<file path="src/rtl/pipe_pkg.sv">
// Shared pipeline-control types: FSM state encoding and default register-address width.
// Also used by the hazard/forwarding unit.
package pipe_pkg;

  localparam int unsigned REG_AW_DEF = 5;

  typedef enum logic [1:0] {
    ST_RUN,
    ST_MEM_WAIT,
    ST_HALTED
  } pipe_state_e;

  typedef struct packed {
    logic pc;
    logic ifid;
    logic idex;
    logic exmem;
    logic memwb;
  } pipe_en_t;

  typedef struct packed {
    logic ifid;
    logic idex;
    logic exmem;
    logic memwb;
  } pipe_flush_t;

endpackage

</file>
<file path="src/rtl/sat_counter.sv">
// Up-counter that sticks at its all-ones value instead of wrapping.
module sat_counter #(
  parameter int unsigned WIDTH = 32
) (
  input  logic             clk,
  input  logic             rst_n,
  input  logic             inc,
  output logic [WIDTH-1:0] count
);

  logic [WIDTH-1:0] count_q;

  always_ff @(posedge clk or negedge rst_n) begin
    if (!rst_n) begin
      count_q <= '0;
    end else if (inc && (count_q != '1)) begin
      count_q <= count_q + 1'b1;
    end
  end

  assign count = count_q;

endmodule

</file>
<file path="src/rtl/pipe_ctrl.sv">
// 5-stage pipeline sequencer: load-use stalls, branch flushes, data-memory waits with timeout,
// halt/resume, and saturating stall/flush statistics.
module pipe_ctrl
  import pipe_pkg::*;
#(
  parameter int unsigned REG_AW  = REG_AW_DEF,
  parameter int unsigned TIMEOUT = 255,
  parameter int unsigned CNT_W   = 32
) (
  input  logic              clk,
  input  logic              rst_n,
  input  logic [REG_AW-1:0] id_rs1,
  input  logic [REG_AW-1:0] id_rs2,
  input  logic              id_use_rs1,
  input  logic              id_use_rs2,
  input  logic              ex_memread,
  input  logic [REG_AW-1:0] ex_rd,
  input  logic              ex_br_taken,
  input  logic              mem_req,
  input  logic              mem_ack,
  input  logic              wb_halt,
  input  logic              resume,
  output logic              pc_en,
  output logic              ifid_en,
  output logic              idex_en,
  output logic              exmem_en,
  output logic              memwb_en,
  output logic              ifid_flush,
  output logic              idex_flush,
  output logic              exmem_flush,
  output logic              memwb_flush,
  output logic              halted,
  output logic              mem_err,
  output logic [CNT_W-1:0]  stall_cnt,
  output logic [CNT_W-1:0]  flush_cnt
);

  localparam int unsigned     WaitW   = $clog2(TIMEOUT + 1);
  localparam logic [WaitW-1:0] WaitMax = WaitW'(TIMEOUT);

  pipe_state_e      state_q, state_d;
  logic [WaitW-1:0] wait_q, wait_d;
  logic             mem_err_q, mem_err_d;
  logic             resumed_q, resumed_d;
  logic             load_use, advance, br_flush;
  pipe_en_t         en;
  pipe_flush_t      fl;

  assign load_use = ex_memread && (ex_rd != '0) &&
                    ((id_use_rs1 && (id_rs1 == ex_rd)) || (id_use_rs2 && (id_rs2 == ex_rd)));

  always_comb begin
    state_d   = state_q;
    wait_d    = wait_q;
    mem_err_d = mem_err_q;
    en        = '0;
    fl        = '0;
    advance   = 1'b0;
    br_flush  = 1'b0;

    unique case (state_q)
      ST_RUN: begin
        // The halt still sitting in WB right after a resume must not re-halt us.
        if (wb_halt && !resumed_q) begin
          state_d = ST_HALTED;
        end else if (mem_req && !mem_ack) begin
          en.memwb = 1'b1;
          fl.memwb = 1'b1;
          state_d  = ST_MEM_WAIT;
          wait_d   = WaitW'(1);
        end else begin
          advance = 1'b1;
        end
      end
      ST_MEM_WAIT: begin
        if (mem_ack) begin
          advance = 1'b1;
          state_d = ST_RUN;
          wait_d  = '0;
        end else if (wait_q == WaitMax) begin
          mem_err_d = 1'b1;
          state_d   = ST_HALTED;
          wait_d    = '0;
        end else begin
          en.memwb = 1'b1;
          fl.memwb = 1'b1;
          wait_d   = wait_q + 1'b1;
        end
      end
      ST_HALTED: begin
        if (resume && !mem_err_q) begin
          state_d = ST_RUN;
        end
      end
      default: state_d = ST_RUN;
    endcase

    if (advance) begin
      if (ex_br_taken) begin
        en       = '1;
        fl.ifid  = 1'b1;
        fl.idex  = 1'b1;
        br_flush = 1'b1;
      end else if (load_use) begin
        en.idex  = 1'b1;
        en.exmem = 1'b1;
        en.memwb = 1'b1;
        fl.idex  = 1'b1;
      end else begin
        en = '1;
      end
    end

    if (resumed_q) begin
      fl.memwb = 1'b1;
    end

    // Hold every pipeline register in clear for as long as reset is asserted.
    if (!rst_n) begin
      en = '0;
      fl = '1;
    end
  end

  assign resumed_d = (state_q == ST_HALTED) && (state_d == ST_RUN);

  always_ff @(posedge clk or negedge rst_n) begin
    if (!rst_n) begin
      state_q   <= ST_RUN;
      wait_q    <= '0;
      mem_err_q <= 1'b0;
      resumed_q <= 1'b0;
    end else begin
      state_q   <= state_d;
      wait_q    <= wait_d;
      mem_err_q <= mem_err_d;
      resumed_q <= resumed_d;
    end
  end

  sat_counter #(
    .WIDTH (CNT_W)
  ) u_stall_cnt (
    .clk   (clk),
    .rst_n (rst_n),
    .inc   (!en.pc && (state_q != ST_HALTED)),
    .count (stall_cnt)
  );

  sat_counter #(
    .WIDTH (CNT_W)
  ) u_flush_cnt (
    .clk   (clk),
    .rst_n (rst_n),
    .inc   (br_flush),
    .count (flush_cnt)
  );

  assign pc_en       = en.pc;
  assign ifid_en     = en.ifid;
  assign idex_en     = en.idex;
  assign exmem_en    = en.exmem;
  assign memwb_en    = en.memwb;
  assign ifid_flush  = fl.ifid;
  assign idex_flush  = fl.idex;
  assign exmem_flush = fl.exmem;
  assign memwb_flush = fl.memwb;
  assign halted      = (state_q == ST_HALTED);
  assign mem_err     = mem_err_q;

endmodule
</file>
<file path="config.mk">
export PLATFORM = sky130hd
export DESIGN_NAME = pipe_ctrl
export DESIGN_NICKNAME = d
export VERILOG_FILES = /design/src/rtl/pipe_pkg.sv /design/src/rtl/sat_counter.sv /design/src/rtl/pipe_ctrl.sv
export SDC_FILE = /design/constraint.sdc
export NUM_CORES = 1
export LEC_CHECK = 0
export CAP_MARGIN = 20
export CORE_ASPECT_RATIO = 1.75
export CORE_MARGIN = 2
export CORE_UTILIZATION = 54
export DETAILED_ROUTE_END_ITERATION = 16
export GPL_ROUTABILITY_DRIVEN = 0
export PLACE_DENSITY = 0.87
export SETUP_SLACK_MARGIN = 0.15
export SLEW_MARGIN = 20
export SYNTH_ARGS = -nofsm -noshare
export SYNTH_HDL_FRONTEND = slang
export SYNTH_HIERARCHICAL = 1
export SYNTH_SLANG_ARGS = --single-unit
export TNS_END_PERCENT = 30
</file>
<file path="constraint.sdc">
create_clock -name clk -period 3.85 [get_ports clk]
set_input_delay 0.77 -clock clk [delete_from_list [all_inputs] [get_ports clk]]
set_output_delay 0.77 -clock clk [all_outputs]
set_load 0.02 [all_outputs]
</file>
======== Word-level counts from Yosys, hierarchy flattened ========
Index checks and enable logic that the tools add are counted.
storage, ports and cells
  output and inout port bits .............. 75
  input bits .............................. 25
  register bits ........................... 76
  logic and storage cells ................. 73
operators by class
  eq/ne operators ......................... 10
  add/sub/neg operators ................... 3
  muxes and demuxes ....................... 31
  bitwise gates (word level) .............. 1
  reductions and logical operators ........ 22
operators with widths
  kind                   number
  $add 32x1->32 const B  2
  $ne 32x32->1 const B   2
  $mux 8                 4
  $pmux 8 s2             1
  $mux 5                 3
  $mux 2                 7
  $mux 1                 12
  $logic_and 1x1->1      11
  $eq 5x5->1             2
  $add 8x1->8 const B    1
  $eq 8x8->1 const B     1
  $ne 2x2->1 const B     3
  $pmux 2 s3             1
  $reduce_and 3->1       2
  $reduce_bool 5->1      1
  $logic_not 1->1        4
  $logic_not 2->1        2
  $mux 4                 1
  $pmux 1 s2             2
  $eq 2x1->1 const B     1
  $eq 2x2->1 const B     1
  $reduce_bool 2->1      1
  $logic_or 1x1->1       1
  $not 1->1              1

======== Logic depth before layout (Yosys ltp) ========
  word-level depth ........................ 11
  depth in mapped cells ................... 11
  depth with buffers taken out ............ 9

======== By module ========
The synthesis kept the hierarchy.
modules (own cells, without submodules)
  module       area each (um^2)  sequential area each (um^2)  cells an instance  instances
  sat_counter  1624.1            800.8                        151                2
  pipe_ctrl    877.1             300.3                        103                1

======== Worst setup path after synthesis ========
OpenSTA, ideal clock, no wires.
  path type ............................... input -> register
  start point ............................. in mem_req
  end point ............................... reg u_stall_cnt.count_q[15], in the netlist u_stall_cnt/count[15]
  path slack .............................. 0.536 ns
  library setup time ...................... 0.125 ns
  stages .................................. 8
  buffers on the path ..................... 1
  arrival time ............................ 3.189 ns
  required time ........................... 3.725 ns
  cell sequence ........................... o21ba_2 -> nor4_1 -> o22ai_1 -> and3_1 -> nor2b_1 -> clkbuf_1 -> nand3_1 -> mux2_2
between the ends
  longest elaborated chain between the ends .. 9
RTL lines
  item                  RTL line           source
  from (decl)           pipe_ctrl.sv:19    input logic mem_req,
  $logic_and 1x1->1     pipe_ctrl.sv:66    end else if (mem_req && !mem_ack) begin
  $mux 1                pipe_ctrl.sv:66
  $mux 1                pipe_ctrl.sv:64    if (wb_halt && !resumed_q) begin
  $pmux 1 s2            pipe_ctrl.sv:61    unique case (state_q)
  $mux 5                pipe_ctrl.sv:98    if (advance) begin
  $mux 5                pipe_ctrl.sv:119   if (!rst_n) begin
  $logic_not 1->1       pipe_ctrl.sv:146   .inc (!en.pc && (state_q != ST_HALTED)),
  $logic_and 1x1->1     pipe_ctrl.sv:146
  $logic_and 1x1->1     sat_counter.sv:16  end else if (inc && (count_q != '1)) begin
  to (signal assigned)  sat_counter.sv:17  count_q <= count_q + 1'b1;
  to (decl)             sat_counter.sv:11  logic [WIDTH-1:0] count_q;
Every way passes these cells.
A chain may end at the register's enable or synchronous reset.

======== Worst setup path in the final report ========
  start point ............................. in mem_ack
  end point ............................... out idex_flush
between the ends
  longest elaborated chain between the ends .. 7
  elaborated cells between the ends (all ways) .. 8
  those cells by class .................... mux: 6; reduce/logical: 2
RTL lines
  item               RTL line          source
  from (decl)        pipe_ctrl.sv:20   input logic mem_ack,
  $logic_not 1->1    pipe_ctrl.sv:66
  $logic_and 1x1->1  pipe_ctrl.sv:66
  $mux 1             pipe_ctrl.sv:66
  $mux 1             pipe_ctrl.sv:64
  $pmux 1 s2 *       pipe_ctrl.sv:61
  $mux 2 *           pipe_ctrl.sv:98
  $mux 4 *           pipe_ctrl.sv:119
  to (decl)          pipe_ctrl.sv:29   output logic idex_flush,
Mark *: on every way between the ends. The rest lies on a longest branch, timed or not.

==> qor.txt <==
Global-route wire length before repair: 17,570 µm
Finished Cell Area: 5499 µm²
Setup tns final: 0 ns
Initial core utilization: 55.28%
Worst-Margin Slew: 0.8077 ns
PwrDens: 438.2 nW/µm²
Final setup fails: 0
Final Hold Fails: 0
Post-Synth XOR/XNOR Area: 14.65%
Syn_area_per_cell: 10.19 µm²
R2R setup slack: 1.28 ns
CTS tree: yes
Overall routed net length: 10,810 µm
Max Freq: 279.0 MHz
Die Y-Extent: 119.6 µm
Post-Synth Simple-Gate Area: 28.06%
Leakage power: 2.189 nW
Sequence of cells on the critical path: clkdlybuf4s50_1 -> o21ba_2 -> or4_1 -> o211ai_1 -> clkdlybuf4s50_1
Post-DR wirelength/cell: 17.90 µm
Top-Level Pins: 100
Initial DRC count: 251
Worst setup SP type: input port
Crit path kind: in -> out
# H-tree levels: 3
Post-synth top area share: 46.10%
Post-synth EDFFs: 0
Reg area: 1902 µm²
Via density: 6.035
CTS root buffer: clkbuf_16
Commonest cells after routing, fill and taps aside: clkdlybuf4s50_1 (98), dfrtp_1 (76), xnor2_1 (50)
Area added between synthesis and finish: 33.30%
Adder-Cell Fraction of Synth Area: 0.9099%
Area of the core: 7462 µm²
Top_reg_cell synth: dfrtp_1
Die width: 70.07 µm
Most prevalent standard cell on the critical path: clkdlybuf4s50_1
Clock sinks: 76
Total GRT Usage: 26.52%
Placed inst area: 5215 µm²
Worst EP arrival: 2.81 ns
Period minus WS final: 3.584 ns
Worst EP required: 3.08 ns
N_diodes: 0
Post-CTS setup buffers: 0
Outcome: complete, no violations
Share of layout cells above drive strength 1: 8.721%
Yosys reg bits: 76
Largest net degree at the start of global routing: 56
Placement Rows: 42
Synthesized netlist cell count: 405
Multi-input gate area: 2143 µm²
PortBufs: 99
Yosys top cell by area: dfrtp_1
Seq/Total Area, Yosys: 46.10%
Fraction of registers with async set/reset: 100.0%
Synthesized Nets: 433
Max incr delay on CP: 0.63 ns
Via count: 3,645
Clk_skew: 0.005510 ns
Min-Delay Path Class: in -> async
Slew HR: 45.90%
Synth cell types: 49
Pre-antenna DRT Iters: 5
Most common cell after layout, fill and taps aside: clkdlybuf4s50_1
Reg2Reg Depth: 10
Complex-gate fraction of the synthesized area: 7.006%
Mux cell area share after synthesis: 1.335%
CP max-delay cell: clkdlybuf4s50_1
Worst R2R Start: state_q[0]
Cts bufs inserted: 9
Initial antenna violation count: 0
Vias in the first global route: 3,616
Crit Path Max Fanout: 6
# DRC: 0
Crit Reg-Reg Endpoint: u_flush_cnt/count[29]
Full die area: 8382 µm²
Max-slew violation count: 0
Peak VDD IR: 288.0 µV
Top cells by area, synth: dfrtp_1 (46%), xnor2_1 (11%), nand4_1 (4.5%)
Largest family of logic cells by synthesized area: simple AND/OR/NAND/NOR gates
DPL Wire Length: 8003 µm
Post-Syn Area: 4125 µm²
Post-route ant nets: 0
Yosys warning total: 6
Final worst-path cycle share: 93.10%
Crit end category: primary output
Unrepaired setup endpoints after global routing: false
Max-Cap Viols: 0
Deepest clock path buffer count: 2
Grt total ovfl: 0
Final net count: 540
Clk_lat worst skew: 0.33 ns
# fillers: 545
Clock transition at path regs: 0.06 ns
-- cell usage after synthesis, types with 3 or more instances --
cell type,instances
dfrtp_1,76
o21ai_0,9
nand2_1,40
nor3_2,4
ha_1,3
nor3_1,9
clkbuf_1,5
nor2_1,22
xor2_1,19
or3_1,6
nand4_1,30
and3_1,4
nor2b_1,4
a21oi_1,9
nand3_2,3
a31oi_1,5
or4_1,3
inv_1,5
xnor2_1,50
and4_1,8
nor3b_1,3
o211ai_1,5
nand3_1,32
or4_4,4
nor4_1,9
-- cell type report --
type / instances / share of cell area [%]
Inverter: 5 / 0.3413
Clock inverter: 4 / 0.9329
Multi-Input combinational cell: 314 / 38.98
Sequential cell: 76 / 34.58
Timing Repair Buffer: 106 / 18.93
Clock buffer: 11 / 4.232
Tap cell: 88 / 2.002
-- worst max-delay path by stage --
stage	start	to	slack (ns)	cells after the start
after floorplan	mem_req	u_stall_cnt/count[15]	0.54	8
after global placement	ex_rd[1]	pc_en	0.24	5
after detailed placement	ex_rd[1]	idex_flush	0.20	6
after CTS	ex_rd[1]	pc_en	0.20	5
after global routing	mem_ack	idex_flush	0.19	5
final	mem_ack	idex_flush	0.27	5
-- sequential cells by signal (all words and copies together), names as in the netlist --
name / cells
u_flush_cnt/count: 32
u_stall_cnt/count: 32
wait_q: 8
state_q: 2
mem_err: 1
resumed_q: 1
-- power by group --
part	total (mW)	switching [mW]	leakage, nW	internal, mW
combinational	0.586	0.305	1.02	0.281
sequential	1.01	0.130	1.03	0.879
clock	0.814	0.315	0.136	0.498
-- critical path, delay by kind of cell --
kind / cells / cell delay (ns)
AOI/OAI and AO/OA: 2 / 0.36
buffers and inverters: 2 / 1.18
and+or+nand+nor: 1 / 0.49
-- timing repair --
action | in CTS | in global routing
endpoints found under the setup margin | 0 | 1
gates resized for setup | 0 | 1
hold buffers | 0 | 0
-- kinds of logic after synthesis --
kind of cell | Yosys count
multiplexers | 5
adder cells (fa/ha/maj) | 3
buffers and inverters | 15
AND/OR/NAND/NOR | 196
flip-flops | 76
AO/OA/AOI/OAI | 41
XOR/XNOR | 69
-- per-stage QoR --
stage / power, mW / setup WS [ns] / instances / utilization, % / hold WS, ns
floorplan: 1.323 / 0.5359 / 405 / - / 0.4629
global placement: 1.583 / 0.2410 / 589 / 69.89 / 0.4832
detailed placement: 1.604 / 0.2043 / 589 / 69.89 / 0.4915
CTS: 2.420 / 0.2023 / 604 / 73.69 / 0.4431
global route: 2.515 / 0.1909 / 604 / 73.69 / 0.4721
finish: 2.410 / 0.2656 / 604 / 73.69 / 0.4353
-- metal layers --
metal	global-route usage [%]	wire [µm]	vias up
met2	48.21	5875	140
met1	29.29	4062	1779
met5	0	0	-
met3	4.030	502	30
met4	13.82	374	0
li1	-	-	1696
No activity file was read; power rests on OpenSTA's default activity.
